`config.mk`:
```
export PLATFORM = sky130hd
export DESIGN_NAME = piso_tx
export DESIGN_NICKNAME = d
export VERILOG_FILES = /design/src/rtl/piso_tx.sv
export SDC_FILE = /design/constraint.sdc
export NUM_CORES = 1
export LEC_CHECK = 0
export ABC_AREA = 0
export CORE_MARGIN = 2
export CORE_UTILIZATION = 35
export CTS_BUF_LIST = sky130_fd_sc_hd__clkbuf_16
export DETAILED_ROUTE_END_ITERATION = 6
export PLACE_DENSITY = 0.65
export SLEW_MARGIN = 25
export SYNTH_ARGS = -nofsm -noshare
export SYNTH_HDL_FRONTEND = slang
export SYNTH_SLANG_ARGS = --single-unit
```
`constraint.sdc`:
```
create_clock -name CLK -period 1.9 [get_ports CLK]
set_input_delay 0.475 -clock CLK [delete_from_list [all_inputs] [get_ports CLK]]
set_output_delay 0.475 -clock CLK [all_outputs]
set_load 0.01 [all_outputs]
```
`src/rtl/piso_tx.sv`:
```
`timescale 1ns/1ps
`default_nettype none
// piso_tx: framed serial transmitter (start, WIDTH data bits LSB first, stop), DIV clocks per bit.
// Optional even-parity bit between data and stop when PISO_TX_PARITY_EN is defined.
module piso_tx #(
  parameter int WIDTH = 8,
  parameter int DIV   = 4
) (
  input  logic             CLK,
  input  logic             NRST,
  input  logic [WIDTH-1:0] D,
  input  logic             LOAD,
  output logic             Q,
  output logic             BUSY,
  output logic             DONE
);

  localparam int CW = 8;
  localparam int BW = (WIDTH > 1) ? $clog2(WIDTH) : 1;

  typedef enum logic [2:0] {
    IDLE   = 3'd0,
    START  = 3'd1,
    DATA   = 3'd2,
`ifdef PISO_TX_PARITY_EN
    PARITY = 3'd3,
`endif
    STOP   = 3'd4
  } state_t;

  state_t           state, state_n;
  logic [CW-1:0]    cnt, cnt_n, cnt_inc;
  logic [BW-1:0]    bit_idx, bit_n;
  logic [WIDTH-1:0] shreg, shreg_n;
  logic             cnt_last, bit_last;
  logic             q_n, busy_n, done_n;
`ifdef PISO_TX_PARITY_EN
  logic             parity, parity_n;
`endif

  assign cnt_inc  = cnt + CW'(1);
  assign cnt_last = (cnt == CW'(DIV - 1));
  assign bit_last = (bit_idx == BW'(WIDTH - 1));

  always_comb begin
    state_n  = state;
    cnt_n    = cnt;
    bit_n    = bit_idx;
    shreg_n  = shreg;
    done_n   = 1'b0;
`ifdef PISO_TX_PARITY_EN
    parity_n = parity;
`endif
    case (state)
      IDLE: begin
        if (LOAD) begin
          state_n  = START;
          cnt_n    = '0;
          bit_n    = '0;
          shreg_n  = D;
`ifdef PISO_TX_PARITY_EN
          parity_n = ^D;
`endif
        end
      end
      START: begin
        if (cnt_last) begin
          cnt_n   = '0;
          state_n = DATA;
        end else begin
          cnt_n = cnt_inc;
        end
      end
      DATA: begin
        if (cnt_last) begin
          cnt_n   = '0;
          shreg_n = shreg >> 1;
          if (bit_last) begin
            bit_n = '0;
`ifdef PISO_TX_PARITY_EN
            state_n = PARITY;
`else
            state_n = STOP;
`endif
          end else begin
            bit_n = bit_idx + BW'(1);
          end
        end else begin
          cnt_n = cnt_inc;
        end
      end
`ifdef PISO_TX_PARITY_EN
      PARITY: begin
        if (cnt_last) begin
          cnt_n   = '0;
          state_n = STOP;
        end else begin
          cnt_n = cnt_inc;
        end
      end
`endif
      STOP: begin
        if (cnt_last) begin
          cnt_n   = '0;
          state_n = IDLE;
          done_n  = 1'b1;
        end else begin
          cnt_n = cnt_inc;
        end
      end
      default: state_n = IDLE;
    endcase

    // Outputs are decoded from the next state so the registered line lines up with the state.
    q_n    = 1'b1;
    busy_n = 1'b1;
    case (state_n)
      IDLE:    busy_n = 1'b0;
      START:   q_n    = 1'b0;
      DATA:    q_n    = shreg_n[0];
`ifdef PISO_TX_PARITY_EN
      PARITY:  q_n    = parity_n;
`endif
      default: q_n    = 1'b1;
    endcase
  end

  always_ff @(posedge CLK or negedge NRST) begin
    if (!NRST) begin
      state   <= IDLE;
      cnt     <= '0;
      bit_idx <= '0;
      shreg   <= '0;
      Q       <= 1'b1;
      BUSY    <= 1'b0;
      DONE    <= 1'b0;
`ifdef PISO_TX_PARITY_EN
      parity  <= 1'b0;
`endif
    end else begin
      state   <= state_n;
      cnt     <= cnt_n;
      bit_idx <= bit_n;
      shreg   <= shreg_n;
      Q       <= q_n;
      BUSY    <= busy_n;
      DONE    <= done_n;
`ifdef PISO_TX_PARITY_EN
      parity  <= parity_n;
`endif
    end
  end

endmodule
`default_nettype wire

```
# Yosys cells after proc, flatten, opt, wreduce, memory -nomap -nowiden
# Cells that the tools add are included.
# W data, S select, Z words.
dict set report totals {
  output_inout_bits 3
  word_cells 46
  ff_bits 25
  in_bits 11
}
dict set report classes {
  n_addsub 2
  n_eq_ne 9
  reduce_logical 7
  n_mux 20
}
# op n
set ops {}
lappend ops {{$mux W8} 4}
lappend ops {{$pmux W8 S2} 2}
lappend ops {{$mux W3} 8}
lappend ops {{$pmux W3 S4} 1}
lappend ops {{$add A8 B1 Y8 const B} 1}
lappend ops {{$eq A8 B2 Y1 const B} 1}
lappend ops {{$eq A3 B1 Y1 const B} 2}
lappend ops {{$eq A3 B2 Y1 const B} 2}
lappend ops {{$eq A3 B3 Y1 const B} 2}
lappend ops {{$logic_not A3 Y1} 2}
lappend ops {{$pmux W3 S2} 1}
lappend ops {{$ne A2 B2 Y1 const B} 2}
lappend ops {{$reduce_bool A2 Y1} 2}
lappend ops {{$add A3 B1 Y3 const B} 1}
lappend ops {{$mux W1} 3}
lappend ops {{$reduce_and A3 Y1} 1}
lappend ops {{$reduce_or A3 Y1} 1}
lappend ops {{$pmux W1 S2} 1}
lappend ops {{$reduce_and A2 Y1} 1}

# Depth between registers and ports, before layout
dict set report depth {
  ltp_word 6
  mapped_depth 6
  depth_no_buf 5
}

# Least setup slack after synthesis
# Ideal clock, no wire load.
dict set report synth_timing {
  path_type {register to register}
  from {reg cnt[0]}
  to {reg shreg[3]}
  n_path_buf 1
  setup_time_ns 0.126
  synth_period_minus_slack_ns 1.541
  slack_ns 0.359
  t_arrival_ns 1.415
  t_required_ns 1.774
  path_stages_with_launch 6
  path_cell_list {dfrtp_1 -> ha_1 -> nor4b_4 -> a31oi_2 -> buf_6 -> a221o_1}
}
dict set report synth_between {
  elab_chain_len 3
}
# element line_no
set synth_rtl {}
lappend synth_rtl {{start, declared} 32} ;# logic [CW-1:0] cnt, cnt_n, cnt_inc;
lappend synth_rtl {{start signal, assigned} 142} ;# cnt <= cnt_n;
lappend synth_rtl {{$eq A8 B2 Y1} 42} ;# assign cnt_last = (cnt == CW'(DIV - 1));
lappend synth_rtl {{$ne A2 B2 Y1 (no line)} n/a}
lappend synth_rtl {{$reduce_and A3 Y1 (no line)} n/a}
lappend synth_rtl {{end signal, assigned} 144} ;# shreg <= shreg_n;
lappend synth_rtl {{end, declared} 34} ;# logic [WIDTH-1:0] shreg, shreg_n;
# No other way between the ends.
# A chain may end at the register's enable or synchronous reset.

# Worst setup path in the final report
dict set report layout_timing {
  from {reg Q}
  to {out Q}
}
# element line_no
set layout_rtl {}
lappend layout_rtl {{start, declared} 13} ;# output logic Q,
lappend layout_rtl {{start signal, assigned} 145} ;# Q <= q_n;
# No word-level cell between the ends.

==> results.md <==
- Hold Slack: 0.491 ns
- I/O Buffers: 13
- Num CTS Buffers: 3
- Synth top area share: 43.5%
- CP Data Arrival Time: 1.29 ns
- CP Data Required Time: 1.42 ns
- Fin. max-slew vios: 0
- Starting Density: 37.2%
- Cells after Synth: 127
- Top Ports: 14
- Wl on met1: 1.31 mm
- Power Total: 2.28 mW
- Transition time of the tightest slew-check pin: 0.421 ns
- Crit-path leading delay family: flip-flops
- Largest net degree at the start of global routing: 26
- First-pass DRT Iterations: 4
- Number of vias per cell: 5.49
- Max layer used: met4
- Root cell of the clock tree: clkbuf_16
- Yosys cell types: 51
- Fin. Hold Viols: 0
- Synthesized cell area: 0.00138 mm²
- Final Util: 45.3%
- Main combinational cell family by area after synthesis: simple AND/OR/NAND/NOR gates
- Std-Cell Rows: 22
- Vias in the first global route: 1073
- Synth Area per Inst: 10.9 µm²
- Clock-pin slew on the worst setup and hold paths: 0.07 ns
- Synth area leaders: dfrtp_1 (43%), nand2_1 (3.8%), a221o_1 (2.9%), and2_1 (2.7%), ha_1 (2.7%)
- Kind of end point of the critical path: primary output
- Routed len/inst: 14.8 µm
- DIE AREA: 0.00446 mm²
- CTS tree: done
- Total track usage: 14.7%
- Crit Path Class: flip-flop to primary output
- Hold Crit Class: flip-flop to flip-flop
- Worst rel slew slack: 71.9%
- Ys async rst share: 100%
- Most common library cells after synthesis: dfrtp_1 (24), nand2_1 (14), and2_1 (6)
- Post-synthesis sequential area ratio: 45.4%
- Layout Nets: 161
- Synth Area in Simple Gates: 23.7%
- Synth warn: 0
- Final ANT Viol Nets: 0
- Mux cell area share after synthesis: 0%
- Max Clock Freq: 565 MHz
- Clock Tree Buf Depth: 2
- Final Cycle Share: 93.1%
- Synth Area in Adders: 2.72%
- Most common cell in the netlist: dfrtp_1
- Residual DRC count: 0
- N_diodes: 0
- Setup Viol. Count Final: 0
- Worst clock skew: 0.00278 ns
- Post-Syn Nets: 141
- Crit path buffers/inverters: 1
- Fillers: 360
- Fin crit period: 1.77 ns
- Status: finished clean
- Max incr delay on CP: 0.52 ns
- Initial antenna violation count: 0
- Die width: 66.8 µm
- Synthesis-to-layout area growth: 21.7%
- Cell taking the most area after synthesis: dfrtp_1
- Post-CTS Hold Buffers: 0
- Leakage: 0.692 nW
- Sink Count: 25
- EDFF count, synth: 0
- Total grt overflow: 0
- Share of cells above drive strength 1: 21.9%
- CP max stage cell: dfstp_2
- First-pass GRT wire length: 5.12 mm
- Crit start category: flip-flop
- Initial DRC count: 34
- RSZ-0062 raised after global routing: true
- Met2 routed WL: 1.46 mm
- Gpl congestion: 0.818
- PD cells: 1350 mW/mm²
- Setup TNS: 0 ns
- Worst Path Max Fanout: 1
- Clk_lat worst skew: 0.26 ns
- Wire length on met3: 96 µm
- Max-cap violation count: 0
- H-Tree Depth: 1
- Die height: 66.8 µm
- Core area: 0.00372 mm²
- Synth Area in Compound Gates: 22.4%
- Yosys reg bits: 25
- Max IR drop VDD: 0.000576 V
- Dpl hpwl: 2.13 mm
- Ys flop type: dfrtp_1
- Crit-path cells: clkdlybuf4s50_1
- Routed WL: 2.88 mm
- DR vias: 1066
- Synth Area in XOR/XNOR: 1.90%
worst register-to-register path: cells and delay by family, from the launching register on:
kind	cells	cell delay (ns)
compound gates	1	0.13
flops	1	0.42
simple gates	3	0.88
fa+ha+maj	1	0.25
sequential cells by signal, indices dropped and copies added (netlist names):
| register | count |
|---|---|
| shreg | 8 |
| state | 3 |
| bit_idx | 3 |
| Q | 1 |
| cnt | 8 |
| BUSY | 1 |
| DONE | 1 |
metal layers:
layer | track usage (%) | up-vias
li1 | - | 517
met1 | 20.0 | 524
met2 | 24.5 | 21
met3 | 3.55 | 4
met4 | 1.53 | 0
met5 | 0 | -
repair_timing:
| action | 4_1_cts | 5_1_grt |
|---|---|---|
| hold endpoints to repair | 0 | 0 |
| resized for setup | 0 | 2 |
| setup buffers | 0 | 0 |
| endpoints found under the setup margin | 0 | 6 |
cell type report:
cell class,instances,area (µm²),share of cell area (%)
Multi-Input combinational cell,94,714,42.5
Tap cell,48,60.1,3.57
Timing Repair Buffer,21,190,11.3
Sequential cell,25,627,37.3
Clock inverter,1,7.51,0.446
Inverter,2,7.51,0.446
Clock buffer,3,75.1,4.46
path summary, 6_finish.rpt:
| kind | startpoint | to | slack, ns | depth (start not counted) |
|---|---|---|---|---|
| min in group asynchronous | NRST | cnt[7]$_DFFE_PN0P_ | 0.58 | 2 |
| max | Q$_DFF_PN1_ | Q | 0.13 | 1 |
| max in group asynchronous | NRST | Q$_DFF_PN1_ | 1.03 | 2 |
| min reg2reg | bit_idx[1]$_DFFE_PN0P_ | bit_idx[1]$_DFFE_PN0P_ | 0.49 | 2 |
| max reg2reg | cnt[0]$_DFFE_PN0P_ | Q$_DFF_PN1_ | 0.14 | 5 |
| min | bit_idx[1]$_DFFE_PN0P_ | bit_idx[1]$_DFFE_PN0P_ | 0.49 | 2 |
cell families (layout without fill, tap and decap cells):
group | count (synthesis) | in the layout
buf+inv | 8 | 27
xor+xnor | 3 | 3
flops | 25 | 25
compound gates | 35 | 35
simple gates | 53 | 53
fa+ha+maj | 3 | 3
placed cells by master (no fill, tap or decap), types with 2 or more instances in the layout:
master / Yosys / final
a211o_1: 3 / 3
a21oi_1: 3 / 3
a221o_1: 4 / 4
a221o_2: 2 / 2
a22o_1: 2 / 2
a31o_2: 3 / 3
and2_1: 6 / 6
buf_4: 2 / 8
clkbuf_16: 0 / 3
clkdlybuf4s50_1: 0 / 13
dfrtp_1: 24 / 24
ha_1: 3 / 3
inv_1: 2 / 2
nand2_1: 14 / 14
nand3_1: 4 / 4
nor2_1: 5 / 5
nor2b_1: 3 / 3
nor3_1: 3 / 3
nor4_1: 2 / 2
o211ai_1: 2 / 2
o21ai_0: 4 / 4
o21ai_2: 2 / 2
or2_1: 2 / 2
xor2_1: 2 / 2
through the flow:
stage	cells	setup slack, ns	instance area, µm²
finish	194	0.131	1680
detailed placement	190	-0.111	1590
CTS	194	0.0821	1670
global placement	190	-0.0228	1590
floorplan	127	0.359	1380
global route	194	-0.00766	1680
report_power, final:
part	switching, mW	internal, mW	total [mW]
sequential	0.168	0.706	0.874
clock	0.187	0.286	0.473
combinational	0.482	0.448	0.930
total	0.838	1.44	2.28
Note: power is estimated with default switching activity, not from simulation.
